==> config.mk <==
export PLATFORM = sky130hd
export DESIGN_NAME = nano20k_led_status
export DESIGN_NICKNAME = d
export VERILOG_FILES = /design/src/rtl/nano20k_led_status.sv
export SDC_FILE = /design/constraint.sdc
export NUM_CORES = 1
export LEC_CHECK = 0
export CAP_MARGIN = 20
export CORE_MARGIN = 2
export CORE_UTILIZATION = 46
export DETAILED_ROUTE_END_ITERATION = 6
export PLACE_DENSITY_LB_ADDON = 0.2
export SLEW_MARGIN = 40
export SYNTH_ARGS = -nofsm -noshare
export SYNTH_HDL_FRONTEND = slang
export SYNTH_SLANG_ARGS = --single-unit
==> constraint.sdc <==
create_clock -name clk -period 3.5 [get_ports clk]
set_clock_uncertainty 0.05 [all_clocks]
set_input_delay 0.35 -clock clk [delete_from_list [all_inputs] [get_ports clk]]
set_output_delay 0.35 -clock clk [all_outputs]
set_load 0.01 [all_outputs]
==> src/rtl/nano20k_led_status.sv <==
// Board status LEDs for the Nano20K build: heartbeat, stretched UART/flash activity,
// post-reset boot lamp and a sticky flash-stall flag, all on one clock.
module nano20k_led_status #(
  parameter int unsigned CLK_HZ         = 27_000_000,
  parameter int unsigned HEARTBEAT_HZ   = 1,
  parameter int unsigned STRETCH_CYCLES = 2_700_000,
  parameter int unsigned STALL_CYCLES   = 27_000,
  parameter bit          LED_ACTIVE_LOW = 1'b1
) (
  input  logic       clk,
  input  logic       rst_n,
  input  logic       uart_rxd,
  input  logic       uart_txd,
  input  logic       flash_spi_cs_n,
  output logic [5:0] led
);

  localparam int unsigned HALF = (HEARTBEAT_HZ == 0) ? 0 : CLK_HZ / (2 * HEARTBEAT_HZ);
  localparam int SW = $clog2(STRETCH_CYCLES + 1);
  localparam int HW = (HALF > 1) ? $clog2(HALF) : 1;
  localparam int TW = $clog2(STALL_CYCLES + 1);

  localparam logic [SW-1:0] STRETCH_LD = SW'(STRETCH_CYCLES);
  localparam logic [HW-1:0] HALF_M1    = HW'(HALF - 1);
  localparam logic [TW-1:0] STALL_MAX  = TW'(STALL_CYCLES);
  localparam logic [5:0]    BOOT_ON    = 6'b010000;
  localparam logic [5:0]    LED_RST    = LED_ACTIVE_LOW ? ~BOOT_ON : BOOT_ON;

  if (HALF == 0 || STRETCH_CYCLES == 0 || STALL_CYCLES == 0) begin : g_bad_params
    $fatal(1, "nano20k_led_status: HALF, STRETCH_CYCLES and STALL_CYCLES must all be >= 1");
  end

  // Input flops idle at 1 so leaving reset never looks like a falling edge.
  logic rx_s1_q, rx_s2_q, rx_prev_q;
  logic tx_q, tx_prev_q;
  logic cs_q, cs_prev_q;

  logic [SW-1:0] str_q [3];
  logic [SW-1:0] str_d [3];
  logic [SW-1:0] boot_q, boot_d;
  logic [HW-1:0] presc_q, presc_d;
  logic          hb_q, hb_d;
  logic [TW-1:0] stall_cnt_q, stall_cnt_d;
  logic          stall_flag_q, stall_flag_d;
  logic [2:0]    ev;
  logic [5:0]    on;
  logic [5:0]    led_q, led_d;

  assign ev = {cs_prev_q & ~cs_q, tx_prev_q & ~tx_q, rx_prev_q & ~rx_s2_q};

  always_comb begin
    for (int i = 0; i < 3; i++) begin
      str_d[i] = str_q[i];
      // A fresh event reloads even while counting down, so retriggers never gap.
      if (ev[i]) begin
        str_d[i] = STRETCH_LD;
      end else if (str_q[i] != '0) begin
        str_d[i] = str_q[i] - SW'(1);
      end
    end

    boot_d = boot_q;
    if (boot_q != '0) begin
      boot_d = boot_q - SW'(1);
    end

    presc_d = presc_q + HW'(1);
    hb_d    = hb_q;
    if (presc_q == HALF_M1) begin
      presc_d = '0;
      hb_d    = ~hb_q;
    end

    stall_cnt_d = '0;
    if (!cs_q) begin
      stall_cnt_d = (stall_cnt_q == STALL_MAX) ? stall_cnt_q : stall_cnt_q + TW'(1);
    end
    stall_flag_d = stall_flag_q | (stall_cnt_d == STALL_MAX);

    on = {stall_flag_q, boot_q != '0, str_q[2] != '0, str_q[1] != '0, str_q[0] != '0, hb_q};
    led_d = LED_ACTIVE_LOW ? ~on : on;
  end

  always_ff @(posedge clk) begin
    if (!rst_n) begin
      rx_s1_q      <= 1'b1;
      rx_s2_q      <= 1'b1;
      rx_prev_q    <= 1'b1;
      tx_q         <= 1'b1;
      tx_prev_q    <= 1'b1;
      cs_q         <= 1'b1;
      cs_prev_q    <= 1'b1;
      for (int i = 0; i < 3; i++) begin
        str_q[i] <= '0;
      end
      boot_q       <= STRETCH_LD;
      presc_q      <= '0;
      hb_q         <= 1'b0;
      stall_cnt_q  <= '0;
      stall_flag_q <= 1'b0;
      led_q        <= LED_RST;
    end else begin
      rx_s1_q      <= uart_rxd;
      rx_s2_q      <= rx_s1_q;
      rx_prev_q    <= rx_s2_q;
      tx_q         <= uart_txd;
      tx_prev_q    <= tx_q;
      cs_q         <= flash_spi_cs_n;
      cs_prev_q    <= cs_q;
      for (int i = 0; i < 3; i++) begin
        str_q[i] <= str_d[i];
      end
      boot_q       <= boot_d;
      presc_q      <= presc_d;
      hb_q         <= hb_d;
      stall_cnt_q  <= stall_cnt_d;
      stall_flag_q <= stall_flag_d;
      led_q        <= led_d;
    end
  end

  assign led = led_q;

endmodule
# Word-level counts from Yosys, hierarchy flattened
# Memories as Yosys holds them, arrays and structs flattened.
# Index checks and enable logic that the tools add are counted.
[word_totals]
register_bits = 76
mem_bits_rw = 66
n_memories = 1
out_inout_bits = 6
word_cells = 54
in_bits = 5
[mem_list]
columns = ["name", "depth", "word_bits", "rd", "rd_clocked_by_memory_dff", "write_ports", "line_no", "rtl"]
rows = [
  ["str_q", 3, 22, 3, 0, 3, "38", "logic [SW-1:0] str_q [3];"],
]
[classes]
n_reduce_logical = 5
addsub = 6
bitwise = 13
mux = 13
n_eq_ne = 3
[ops]
columns = ["op", "n"]
rows = [
  ["$mux W22", 9],
  ["$reduce_bool A22 Y1", 4],
  ["$sub A22 B1 Y22 const B", 4],
  ["$eq A15 B15 Y1 const B", 2],
  ["$mux W15", 2],
  ["$add A24 B1 Y24 const B", 1],
  ["$eq A24 B24 Y1 const B", 1],
  ["$add A15 B1 Y15 const B", 1],
  ["$not A6 Y6", 1],
  ["$not A1 Y1", 5],
  ["$or A1 B1 Y1", 4],
  ["$and A1 B1 Y1", 3],
  ["$mux W1", 2],
  ["$reduce_or A2 Y1", 1],
]

# Depth between registers and ports, before layout
# Gate-level depths: netlist (run 1).
[depth]
depth_word = 5
ltp_mapped = 8

# Worst setup path before layout (run 1)
# No wires, ideal clock.
[synth_path]
kind = "register to register"
startpoint = "mem str_q[0][5] in the netlist's numbering"
endpoint = "mem str_q[0][18] in the netlist's numbering"
path_buffers = 2
path_slack_ps = 1225
arrival_time_ps = 2154
stages_incl_launch_ff = 8
setup_time_ps = 70
required_ps = 3380
path_cell_list = "dfxtp_1 -> or4_1 -> buf_2 -> nand2b_4 -> buf_6 -> or4_4 -> or3_1 -> a21oi_1"
[synth_lines]
columns = ["item", "line_no"]
rows = [
  ["start, declared", "38"],
]

==> flow_metrics.tcl, run 1 <==
set metrics [dict create \
    status "finished clean" \
    setup_violations 0 \
    die-area_sq_um 15300 \
    maxSlewViolCount 0 \
    hold_class "flip-flop to flip-flop" \
    min_path_cells 1 \
    syn_area_sq_um 6590 \
    rsz0062_at_grt "false" \
    netlist_instances 768 \
    synthMuxAreaShare_pct 0.930 \
    crit_path_start_kind "flip-flop" \
    cp_max_fo 8 \
    gp_congestion 0.824 \
    clockBufferDepth 2 \
    hold_path_end "rx_s2_q" \
    clock_latency_ns 0.42 \
    finalCritPeriodShare_pct 70.4 \
    totalNegativeSetupSlack_ns 0 \
    p_comb_share_pct 29.2 \
    cts_tree "done" \
    vias_per_cell 5.78 \
    finalHoldViolCount 0 \
    synthAdderAreaFrac_pct 1.33 \
    grt_max_degree 31 \
    whs_ns 0.354 \
    worstSetupPathType "flip-flop to flip-flop" \
    fp.dieW_microns 124 \
    coreArea_sq_um 13900 \
    vias 5592 \
    async_flop_share_pct 0 \
    power-per-cell-area_nw_per_um2 791 \
    area.growth.synth_to_final_pct 14.6 \
    cts.sinks 142 \
    syn-num-nets 780 \
    cap_viol_max_count 0 \
    synthXorXnorAreaFrac_pct 9.30 \
    grt-ovfl-total 0 \
    clk_pin_slew_ns 0.06 \
    slew_headroom_pct 52.1 \
    antenna_found_initial 0 \
    n_fill_cell 1279 \
    switching_share_pct 32.7 \
    synth-warning-count 0 \
    post-route-min-period_ns 2.46 \
    synth-edff-count 0 \
    clkPwrFrac_pct 34.6 \
    routed_wl_mm 13.7 \
    antenna_left 0 \
    r2r_slack_ns 1.04 \
    synth_ff_type "dfxtp_1" \
    cts_root_buffer "clkbuf_16" \
    rr_startpoint "str_q[0][16]" \
    synth_seq_cells 142 \
    start_util_pct 47.3 \
    cts.repair.resized 0 \
    syn_area_per_cell_sq_um 8.59 \
    pwr-share-seq_pct 36.2 \
    post_cts_buffers 0 \
    clock.fmax_ghz 0.406 \
    seq_area_frac_synth_pct 43.1 \
    drc 0 \
    drt_iter0_markers 419 \
    min-delay-start "rx_s1_q" \
    endpoint_kind "flip-flop" \
    total_switching_power_uw 1950 \
    synth-simple-area-share_pct 28.3 \
    internal-power_uw 4020 \
    place_hpwl_mm 9.11 \
    ys_types 51 \
    critPathArrivalTime_ns 2.70 \
    worstReg2RegEnd "str_q[0][10]" \
    synth_top_family_by_area "simple AND/OR/NAND/NOR gates" \
    dieHeight_microns 124 \
    grt_pass1_vias 5104 \
    peakVddDrop_mv 0.358 \
    cts-htree-levels 4 \
    groute.usage.overall_pct 18.9 \
    worstPathRequired_ns 3.73 \
    r2r_cells 6 \
    port_buffers 10 \
    avgRoutedWirePerCell_microns 14.2 \
    synth_compound_gate_area_share_pct 13.3 \
    final_nets 786 \
    ios 11 \
    power.leakage_uw 0.00264 \
    num_antenna_cells 0 \
    grt_pass1_wl_mm 23.0 \
    tightest_slew_ns 0.712 \
    drive_above_1_share_pct 7.37 \
    firstDrtPassIters 5 \
    numCtsBuffers 17 \
    rows 43 \
    postCtsHoldBufs 0 \
]
==> power groups by stage <==
stage                     sequential, uW  clock, uW  combinational (uW)
after floorplan                     2120          0                1410
after global placement              2170          0                1680
after detailed placement            2190          0                1720
after CTS                           2160       2110                1730
after global routing                2210       2180                1950
final                               2170       2070                1750
==> area by class of cell <==
| type | count | area, sq um | share of cell area [%] |
|---|---|---|---|
| Multi-Input combinational cell | 564 | 3510 | 46.5 |
| Sequential cell | 142 | 2840 | 37.6 |
| Clock buffer | 22 | 474 | 6.27 |
| Tap cell | 180 | 225 | 2.98 |
| Clock inverter | 10 | 208 | 2.75 |
| Timing Repair Buffer | 23 | 198 | 2.62 |
| Inverter | 26 | 97.6 | 1.29 |
==> cell families (layout without fill, tap and decap cells) <==
kind of cell               count (synthesis)  count (layout)
AOI/OAI and AO/OA                        136             136
and+or+nand+nor                          345             345
DFF                                      142             142
adders and majority gates                  7               7
xor gates and xnor gates                  70              70
muxes                                      6               6
buffers and inverters                     62              81
==> cell usage in the layout, fill, tap and decap left out, types with 5 or more instances in the layout <==
| master | netlist | final |
|---|---|---|
| xnor2_1 | 52 | 52 |
| nand2_1 | 47 | 47 |
| o211ai_1 | 5 | 5 |
| a2111oi_0 | 5 | 5 |
| nor2_1 | 89 | 89 |
| bufinv_16 | 0 | 6 |
| and4_1 | 5 | 5 |
| and3_1 | 5 | 5 |
| inv_1 | 26 | 26 |
| o41ai_1 | 5 | 5 |
| nand2b_1 | 20 | 19 |
| nor4_1 | 20 | 20 |
| a31oi_1 | 23 | 23 |
| nand4_1 | 19 | 19 |
| nand3_1 | 28 | 28 |
| xor2_1 | 18 | 18 |
| ha_1 | 7 | 7 |
| nor2b_1 | 6 | 6 |
| o21ai_0 | 15 | 15 |
| clkbuf_16 | 0 | 17 |
| or3_1 | 29 | 29 |
| a21oi_1 | 42 | 42 |
| nand4b_1 | 5 | 5 |
| or4_1 | 23 | 23 |
| mux2i_1 | 5 | 5 |
| nor3_1 | 23 | 23 |
| buf_4 | 0 | 13 |
| a211oi_1 | 10 | 10 |
| o31ai_1 | 15 | 15 |
| clkdlybuf4s50_1 | 0 | 10 |
| a311oi_1 | 6 | 6 |
| dfxtp_1 | 142 | 142 |
==> stage by stage <==
step / util [%] / cell area, sq um / power [uW] / std cells / setup WS [ns]
after global placement: 49.3 / 6880 / 3850 / 935 / 1.13
final: 54.3 / 7560 / 5980 / 967 / 1.04
after detailed placement: 49.3 / 6880 / 3910 / 935 / 1.05
after floorplan: - / 6590 / 3530 / 768 / 1.23
after global routing: 54.3 / 7560 / 6340 / 967 / 0.874
after CTS: 54.2 / 7560 / 6000 / 967 / 1.04
==> routing by layer <==
layer,vias up,track usage (%),share of wire [%]
met3,15,5.13,4.0
met5,-,0,0
met2,112,31.9,50
met4,0,7.46,0.90
li1,2799,-,-
met1,2666,22.8,46
==> cells in the mapped netlist (4+ instances only) <==
master	n	share of area [%]
xnor2_1	52	6.9
nor2b_1	6	0.57
o21ai_0	15	1.1
mux2i_1	5	0.76
and3_1	5	0.47
or4_1	23	2.6
nor4_1	20	1.9
clkbuf_1	29	1.7
inv_1	26	1.5
o211ai_1	5	0.57
a31oi_1	23	2.2
ha_1	7	1.3
nand3b_1	4	0.46
a21oi_1	42	3.2
or3_1	29	2.8
or2_2	4	0.38
a211oi_1	10	1.1
o31ai_1	15	1.7
o41ai_1	5	0.66
a311oi_1	6	0.80
nor2_1	89	5.1
nand3_1	28	2.1
nand2b_1	20	1.9
nand4_1	19	1.8
dfxtp_1	142	43
a2111oi_0	5	0.66
nor3b_1	4	0.46
nor3_1	23	1.7
xor2_1	18	2.4
buf_2	4	0.30
nand4b_1	5	0.66
and4_1	5	0.66
nand2_1	47	2.7
==> flip-flops by register name, indices dropped and copies added (netlist names), 6 cells and up <==
| name | count |
|---|---|
| stall_cnt_q | 15 |
| led | 6 |
| presc_q | 24 |
| str_q | 66 |
| boot_q | 22 |
==> how the worst max path moves through the flow <==
stage	start	to	slack, ns	depth (start not counted)
4_1_cts	str_q[0][16]	str_q[0][10]	1.04	6
2_1_floorplan	str_q[0][5]	str_q[0][18]	1.23	7
5_1_grt	str_q[0][27]	str_q[0][41]	0.87	5
6_report	str_q[0][16]	str_q[0][10]	1.04	6
3_5_place_dp	str_q[0][5]	str_q[0][10]	1.05	6
3_3_place_gp	str_q[0][16]	str_q[0][18]	1.13	6
==> critical path: stages, from the launching register on <==
cell	delay [ns]
dfxtp_1	0.36
or4_1	0.58
or3_1	0.34
o31ai_1	0.56
buf_4	0.26
or4_1	0.11
a21oi_1	0.06
No activity file was read; power rests on OpenSTA's default activity.
==> inputs of run 2 (changes only) <==
==> constraint.sdc (replaced) <==
create_clock -name clk -period 2.55 [get_ports clk]
set_clock_uncertainty 0.05 [all_clocks]
set_input_delay 0.255 -clock clk [delete_from_list [all_inputs] [get_ports clk]]
set_output_delay 0.255 -clock clk [all_outputs]
set_load 0.01 [all_outputs]
==> run 2 against run 1 <==
Against the previous run: first-iteration DRC count up 14%; global-route usage is 0.081 points lower; largest power group unchanged; combinational power increased by 42%; clock-buffer cell count grew 4; via count shrank 0.25%; sequential share of layout area down 0.075 points; utilization up 0.11 points.
==> flow_metrics.tcl, run 2 (synthesis gave the netlist of run 1 again) <==
set metrics [dict create \
    routed_wl_mm 13.6 \
    grt_max_degree 25 \
    coreArea_sq_um 13900 \
    port_buffers 10 \
    finalCritPeriodShare_pct 91.0 \
    drive_above_1_share_pct 8.50 \
    cts_root_buffer "clkbuf_16" \
    dp.cells 948 \
    setup_ws_ns 0.228 \
    cap_viol_max_count 0 \
    postCtsHoldBufs 0 \
    critical_path.max_stage_delay_ns 0.65 \
    rows 43 \
    rsz0062_at_grt "false" \
    clock.fmax_ghz 0.431 \
    tightest_slew_ns 0.718 \
    grt_pass1_wl_mm 23.2 \
    grt-ovfl-total 0 \
    area.growth.synth_to_final_pct 14.9 \
    cts.sinks 142 \
    worstReg2RegEnd "str_q[0][18]" \
    crit_path_start_kind "flip-flop" \
    num_antenna_cells 0 \
    worstPathRequired_ns 2.85 \
    post_cts_buffers 0 \
    clock_latency_ns 0.42 \
    die-area_sq_um 15300 \
    gp_congestion 0.821 \
    numCtsBuffers 17 \
    vias 5578 \
    final_nets 799 \
    layout_common_cells "dfxtp_1 (142), nor2_1 (89), xnor2_1 (52), nand2_1 (47), a21oi_1 (42)" \
    worstSetupPathType "flip-flop to flip-flop" \
    rr_startpoint "str_q[0][5]" \
    power.leakage_uw 0.00267 \
    antenna_found_initial 0 \
    ios 11 \
    drt_iter0_markers 478 \
    clk_pin_slew_ns 0.06 \
    dieHeight_microns 124 \
    vias_per_cell 5.69 \
    crit_start "str_q[0][5]" \
    maxSlewViolCount 0 \
    power-per-cell-area_nw_per_um2 1040 \
    cts-htree-levels 4 \
    peakVddDrop_mv 0.545 \
    finalHoldViolCount 0 \
    post-route-min-period_ns 2.32 \
    r2r_slack_ns 0.23 \
    cts_tree "done" \
    groute.usage.overall_pct 18.8 \
    clockBufferDepth 2 \
    status "finished clean" \
    cp_slowest_cell "or4_1" \
    crit_end "str_q[0][18]" \
    critPathArrivalTime_ns 2.62 \
    fin_cells 980 \
    largest_reg_flops 66 \
    avgRoutedWirePerCell_microns 13.9 \
    layout_commonest_cell "dfxtp_1" \
    utilization_pct 54.4 \
    fp.dieW_microns 124 \
    largest_register "str_q" \
    drc 0 \
    hold_class "flip-flop to flip-flop" \
    r2r_cells 5 \
    endpoint_kind "flip-flop" \
    totalNegativeSetupSlack_ns 0 \
    cts.repair.resized 0 \
    path_cells "or4_1 -> nand2b_4 -> or4_4 -> or3_1 -> a21oi_1" \
    firstDrtPassIters 5 \
    whs_ns 0.349 \
    antenna_left 0 \
    start_util_pct 47.3 \
    top_regs "str_q (66), presc_q (24), boot_q (22)" \
    setup_violations 0 \
    cp_max_fo 11 \
    place_hpwl_mm 9.15 \
    pre_cts_slack_ns 0.263 \
    grt_pass1_vias 5198 \
    slew_headroom_pct 52.1 \
]
run 2: cell count changes in the layout (fill, tap and decap cells not counted), sizes merged:
| cell | previous run | this run |
|---|---|---|
| buf | 13 | 26 |
| bufinv | 6 | 2 |
| clkbuf | 22 | 26 |
run 2: worst max-delay path: cells and delay by family (launching register included):
family	cells	cell delay (ns)
compound gates	1	0.14
simple gates	4	1.74
flops	1	0.33
run 2: how the worst min path moves through the flow:
stage,from,end,slack [ns],cells after the start
after CTS,flash_spi_cs_n,cs_q,0.35,2
after global routing,uart_rxd,rx_s1_q,0.35,2
final,hb_q,led[0],0.35,1
after global placement,hb_q,led[0],0.33,1
after floorplan,flash_spi_cs_n,cs_q,0.31,1
after detailed placement,hb_q,led[0],0.34,1
run 2: where the power goes:
group          total (uW)  switching (uW)  internal, uW
registers            2970             388          2580
logic                2480            1390          1090
clock network        2450             889          1560
run 2: area by class of cell:
class                   count  area, sq um
inverters                  26         97.6
flip-flops and latches    142         2840
repair buffers             36          308
fillers                  1238         6360
well taps                 180          225
clock buffers              26          509
multi-input cells         564         3510
clock inverters             6         80.1
run 2: metrics by stage:
stage / instance area (sq um) / total power, uW
floorplan: 6590 / 4850
global placement: 6990 / 5360
detailed placement: 6990 / 5440
CTS: 7570 / 7940
global route: 7570 / 8420
finish: 7570 / 7900
run 2: routing by layer:
metal  wire length [microns]  global-route usage [%]  share of wire [%]
met1                    6490                    24.0                 48
met2                    6410                    30.4                 47
met3                     495                    4.67                3.6
met4                     206                    7.67                1.5
met5                       0                       0                  0
==> variant 1: new RTL, flow settings as in run 1 <==
Set the parameter `LED_ACTIVE_LOW` to 1'b0 (it was 1'b1).
--- a/src/rtl/nano20k_led_status.sv
+++ b/src/rtl/nano20k_led_status.sv
@@ -7,3 +7,3 @@
   parameter int unsigned STALL_CYCLES   = 27_000,
-  parameter bit          LED_ACTIVE_LOW = 1'b1
+  parameter bit          LED_ACTIVE_LOW = 1'b0
 ) (
Function: changed (a bounded check fails within 4 cycles, from zero or initial values and one cycle with rst_n low).
==> variant 1 against run 1 <==
Design area fell by 0.70%; power fell by 2.5%; area after synthesis rose by 1.7%; synthesized cell count fell by 0.52%; routed wire length fell by 1.2%; hold slack improved by 0.0047 ns; count of clock-buffer cells in the layout fell by 5; worst setup slack got worse by 0.10 ns; sequential cell count did not move; critical path type unchanged; largest cell class unchanged.
==> variant 1: results (changes against run 1) <==
- Clock-net power: 1.74 mW (-16%)
- Leakage power: 2.53 nW (-4.2%)
- Compound-gate portion of the synthesized area: 12.5% (-0.82 points)
- Number of global-route vias before repair: 5258 (+3.0%)
- Adder-Cell Fraction of Synth Area: 1.45% (+0.13 points)
- Comb. pwr: 1.92 mW (+9.7%)
- Seq/Total Area, Yosys: 42.4% (-0.73 points)
- Starting density of the core: 46.7% (-0.64 points)
- Maximum vdd drop: 350 µV (-2.3%)
- PostCTS Resize Cnt: 0 (unchanged)
- Dpl hpwl: 9.14 mm (+0.25%)
- Worst hold slack: 0.358 ns (+0.00468 ns)
- Worst Path Arrival: 2.81 ns (+0.11 ns)
- Layout cells sized above 1: 8.23% (+0.86 points)
- Dpl ws: 0.970 ns (-0.0849 ns)
- R2R Setup Slk: 0.94 ns (-0.10 ns)
- GPL Wtd Cong: 0.792 (-4.0%)
- Clk network pwr share: 29.9% (-4.7 points)
- First-pass GRT wire length: 23.6 mm (+2.9%)
- DRT iter0 DRCs: 395 (-5.7%)
- Switching part of the total: 36.2% (+3.5 points)
- Status: complete, no violations
- Synth top cells by count: 142 x dfxtp_1, 103 x nor2_1, 51 x xnor2_1
- Netlist cell types: 69 (+35%)
- Via density: 5.64 (-2.4%)
- GRT Total Usage: 18.1% (-0.80 points)
- CP max FO: 11 (+3)
- Net Count, Synth: 776 (-0.51%)
- Post-DR wirelength/cell: 14.1 µm (-0.68%)
- Pre-antenna DRT Iters: 5 (unchanged)
- Largest net degree at the start of global routing: 34 (+9.7%)
- Post-synthesis mux area share: 0.317% (-0.61 points)
- Worst-Margin Slew: 0.764 ns (+0.0521 ns)
- Dominant cells by area after synthesis: dfxtp_1 42%, xnor2_1 6.7%, nor2_1 5.8%
- Placed Area: 0.00692 mm² (+0.69%)
- # fillers: 1324 (+3.5%)
- Largest registers: str_q (66), presc_q (24), boot_q (22)
- Min Tclk post-route: 2.56 ns (+0.101 ns)
- Post-Synth XOR/XNOR Area: 11.6% (+2.3 points)
[variant 1: cell types whose count changed in the layout (fill, tap and decap cells not counted), sizes merged, moves of 8 or more]
cell	delta
a31oi	-15
o21ai	+8
o31ai	-11
nand2	-12
or3	-14
xor2	+20
nor2	+15
a21oi	+8
[variant 1: layer usage]
| metal | wire length (µm) | global-route usage (%) | vias up |
|---|---|---|---|
| li1 | - | - | 2755 |
| met1 | 6500 | 22.5 | 2586 |
| met2 | 6470 | 30.1 | 69 |
| met3 | 357 | 4.60 | 18 |
| met4 | 213 | 6.94 | 0 |
| met5 | 0 | 0 | - |
[variant 1: final cells by class]
cell class                      count  area share, %
Multi-Input combinational cell    563           48.2
Sequential cell                   142           37.9
Clock buffer                       17           5.67
Tap cell                          184           3.07
Clock inverter                     15           1.98
Timing Repair Buffer               16           1.93
Inverter                           25           1.25
[variant 1: path summary, 6_finish.rpt]
kind,startpoint,end,cells after the start
worst min-delay path,rx_s1_q$_SDFF_PN1_,rx_s2_q$_SDFF_PN1_,1
worst min register to register,rx_s1_q$_SDFF_PN1_,rx_s2_q$_SDFF_PN1_,1
worst max-delay path,str_q[0][22]$_SDFFE_PP0P_,str_q[0][36]$_SDFFE_PP0P_,7
worst max register to register,str_q[0][22]$_SDFFE_PP0P_,str_q[0][36]$_SDFFE_PP0P_,7
[variant 1: through the flow]
| step | utilization (%) | std cells |
|---|---|---|
| after floorplan | - | 764 |
| after global placement | 48.2 | 929 |
| after detailed placement | 48.2 | 929 |
| after CTS | 52.2 | 961 |
| after global routing | 52.2 | 962 |
| final | 52.2 | 962 |
[variant 1: critical path: stages (launching register included)]
cell,delay [ns]
dfxtp_1,0.33
inv_1,0.07
ha_1,0.17
or3b_1,0.50
nor4b_4,0.59
or4b_1,0.51
xor2_1,0.16
nor2_1,0.05
==> variant 2: new RTL, flow settings as in run 1 <==
Without the edit above. Register the inputs `uart_rxd`, `uart_txd` and `flash_spi_cs_n` before use. The logic sees them one clock later.
--- a/src/rtl/nano20k_led_status.sv
+++ b/src/rtl/nano20k_led_status.sv
@@ -27,2 +27,12 @@
   localparam logic [5:0]    LED_RST    = LED_ACTIVE_LOW ? ~BOOT_ON : BOOT_ON;
+
+  logic uart_rxd_q;
+  logic uart_txd_q;
+  logic flash_spi_cs_n_q;
+
+  always_ff @(posedge clk) begin
+    uart_rxd_q       <= uart_rxd;
+    uart_txd_q       <= uart_txd;
+    flash_spi_cs_n_q <= flash_spi_cs_n;
+  end
 
@@ -102,8 +112,8 @@
     end else begin
-      rx_s1_q      <= uart_rxd;
+      rx_s1_q      <= uart_rxd_q;
       rx_s2_q      <= rx_s1_q;
       rx_prev_q    <= rx_s2_q;
-      tx_q         <= uart_txd;
+      tx_q         <= uart_txd_q;
       tx_prev_q    <= tx_q;
-      cs_q         <= flash_spi_cs_n;
+      cs_q         <= flash_spi_cs_n_q;
       cs_prev_q    <= cs_q;
Behaviour: not the same (Yosys sat finds a counterexample within 4 cycles, from zero or initial values and one cycle with rst_n low).
==> variant 2 against run 1 <==
Routed wire length up 1.2%; design area up 1.2%; synthesized cell count up 2.3%; sequential cell count up 3; area after synthesis up 3.1%; maximum frequency down 9.0%; worst setup slack worse by 0.24 ns; power down 1.1%; critical path type unchanged.
==> variant 2: results (changes against run 1) <==
- Status: complete, no violations
- Postcts setup bufs: 0 (unchanged)
- Final nets: 797 (+1.4%)
- Share of flip-flops with an asynchronous set or reset: 0% (unchanged)
- Max FFs per register: 66 (unchanged)
- Worst Path Arrival: 2.94 ns (+0.24 ns)
- Net Count, Synth: 798 (+2.3%)
- Seq/Total Area, Yosys: 42.7% (-0.43 points)
- Final wirelength: 13.9 mm (+1.2%)
- Clock transition at path regs: 0.06 ns (about the same)
- First-pass GRT wire length: 24.4 mm (+6.2%)
- Met2 wire length: 6.69 mm (-1.6%)
- DR DRC count: 0 (unchanged)
- Reg power frac: 37.0% (+0.8 points)
- HP Class: in -> reg
- Largest net degree at the start of global routing: 24 (-23%)
- ANT cells: 0 (unchanged)
- Dominant cells by area after synthesis: dfxtp_1 43%, nor2_1 5.6%, xnor2_1 4.5%
- DRT iter0 DRCs: 404 (-3.6%)
- Placed cell count: 950 (+1.6%)
- Routed met1 length: 6.52 mm (+4.5%)
- Met3 wire len: 447 µm (-18%)
- Power, Total: 5.91 mW (-1.1%)
- Dpl ws: 0.860 ns (-0.195 ns)
- GPL Wtd Cong: 0.808 (-1.9%)
- GRT Total Usage: 18.5% (-0.35 points)
- Largest registers: str_q (66), presc_q (24), boot_q (22)
- PostCTS Resize Cnt: 0 (unchanged)
- Clk_lat worst skew: 0.43 ns
- Layout cells sized above 1: 8.27% (+0.90 points)
- CTS root buffer: clkbuf_16
- Synth top cells by count: 145 x dfxtp_1, 101 x nor2_1, 38 x nand2_1
- Via density: 5.75 (-0.58%)
- TritonCTS buffer count: 17 (unchanged)
- Netlist cell types: 63 (+24%)
- Leakage power: 2.68 nW (+1.7%)
- Placed Area: 0.00701 mm² (+2.0%)
- Worst-Margin Slew: 0.727 ns (+0.0152 ns)
- ANT nets after route: 0 (unchanged)
- Maximum vdd drop: 416 µV (+16%)
- CP max FO: 11 (+3)
- Number of global-route vias before repair: 5443 (+6.6%)
- Max Root-Sink Buffers: 2 (unchanged)
- Initial antenna violation count: 0 (unchanged)
- Switching part of the total: 34.6% (+1.9 points)
- Max Slew Vio Count: 0 (unchanged)
- Post-DR wirelength/cell: 14.1 µm (-0.30%)
- Synthesis warning total: 0 (unchanged)
- Dpl hpwl: 9.38 mm (+2.9%)
- Cells after Synth: 786 (+2.3%)
- Comb. pwr: 1.78 mW
[variant 2: changes by cell type after synthesis, moves of 6 or more]
cell     delta
a31oi_1     -6
nor3_1      +9
o21ai_0     +8
nor2_1     +12
xnor2_1    -17
or3_1       -8
nand2_1     -9
xor2_1      +6
[variant 2: layer usage]
metal,global-route usage (%),vias to the layer above
met5,0,-
met4,6.01,0
met3,5.69,21
met2,30.9,77
met1,22.9,2698
li1,-,2850
[variant 2: worst paths after layout]
kind	cells past startpoint	slack (ns)	endpoint	from
hold reg to reg	1	0.36	led[0]$_SDFF_PN1_	hb_q$_SDFFE_PN0P_
setup reg to reg	7	0.79	str_q[0][43]$_SDFFE_PN0P_	str_q[0][22]$_SDFFE_PP0N_
setup / recovery	7	0.79	str_q[0][43]$_SDFFE_PN0P_	str_q[0][22]$_SDFFE_PP0N_
hold / removal	1	0.31	uart_txd_q$_DFF_P_	uart_txd
[variant 2: layout make-up]
| type | count | area (µm²) |
|---|---|---|
| Timing Repair Buffer | 14 | 130 |
| Clock inverter | 12 | 180 |
| Fill cell | 1314 | 6830 |
| Clock buffer | 20 | 457 |
| Multi-Input combinational cell | 586 | 3670 |
| Tap cell | 184 | 230 |
| Sequential cell | 145 | 2900 |
| Inverter | 21 | 78.8 |
[variant 2: worst max-delay path, stage by stage (launching register included)]
cell and delay [ns]:
dfxtp_1 0.36, inv_1 0.08, ha_1 0.18, nor3b_1 0.62
nand3_1 0.46, o21ai_0 0.56, or4_1 0.18, a31oi_1 0.08
[variant 2: cells by family after synthesis]
kind of cell               share of synthesized area (%)
muxes                                               1.82
AOI/OAI and AO/OA                                   12.2
DFF                                                 42.7
adders and majority gates                           1.29
buffers and inverters                               3.33
and+or+nand+nor                                     31.1
xor gates and xnor gates                            7.60
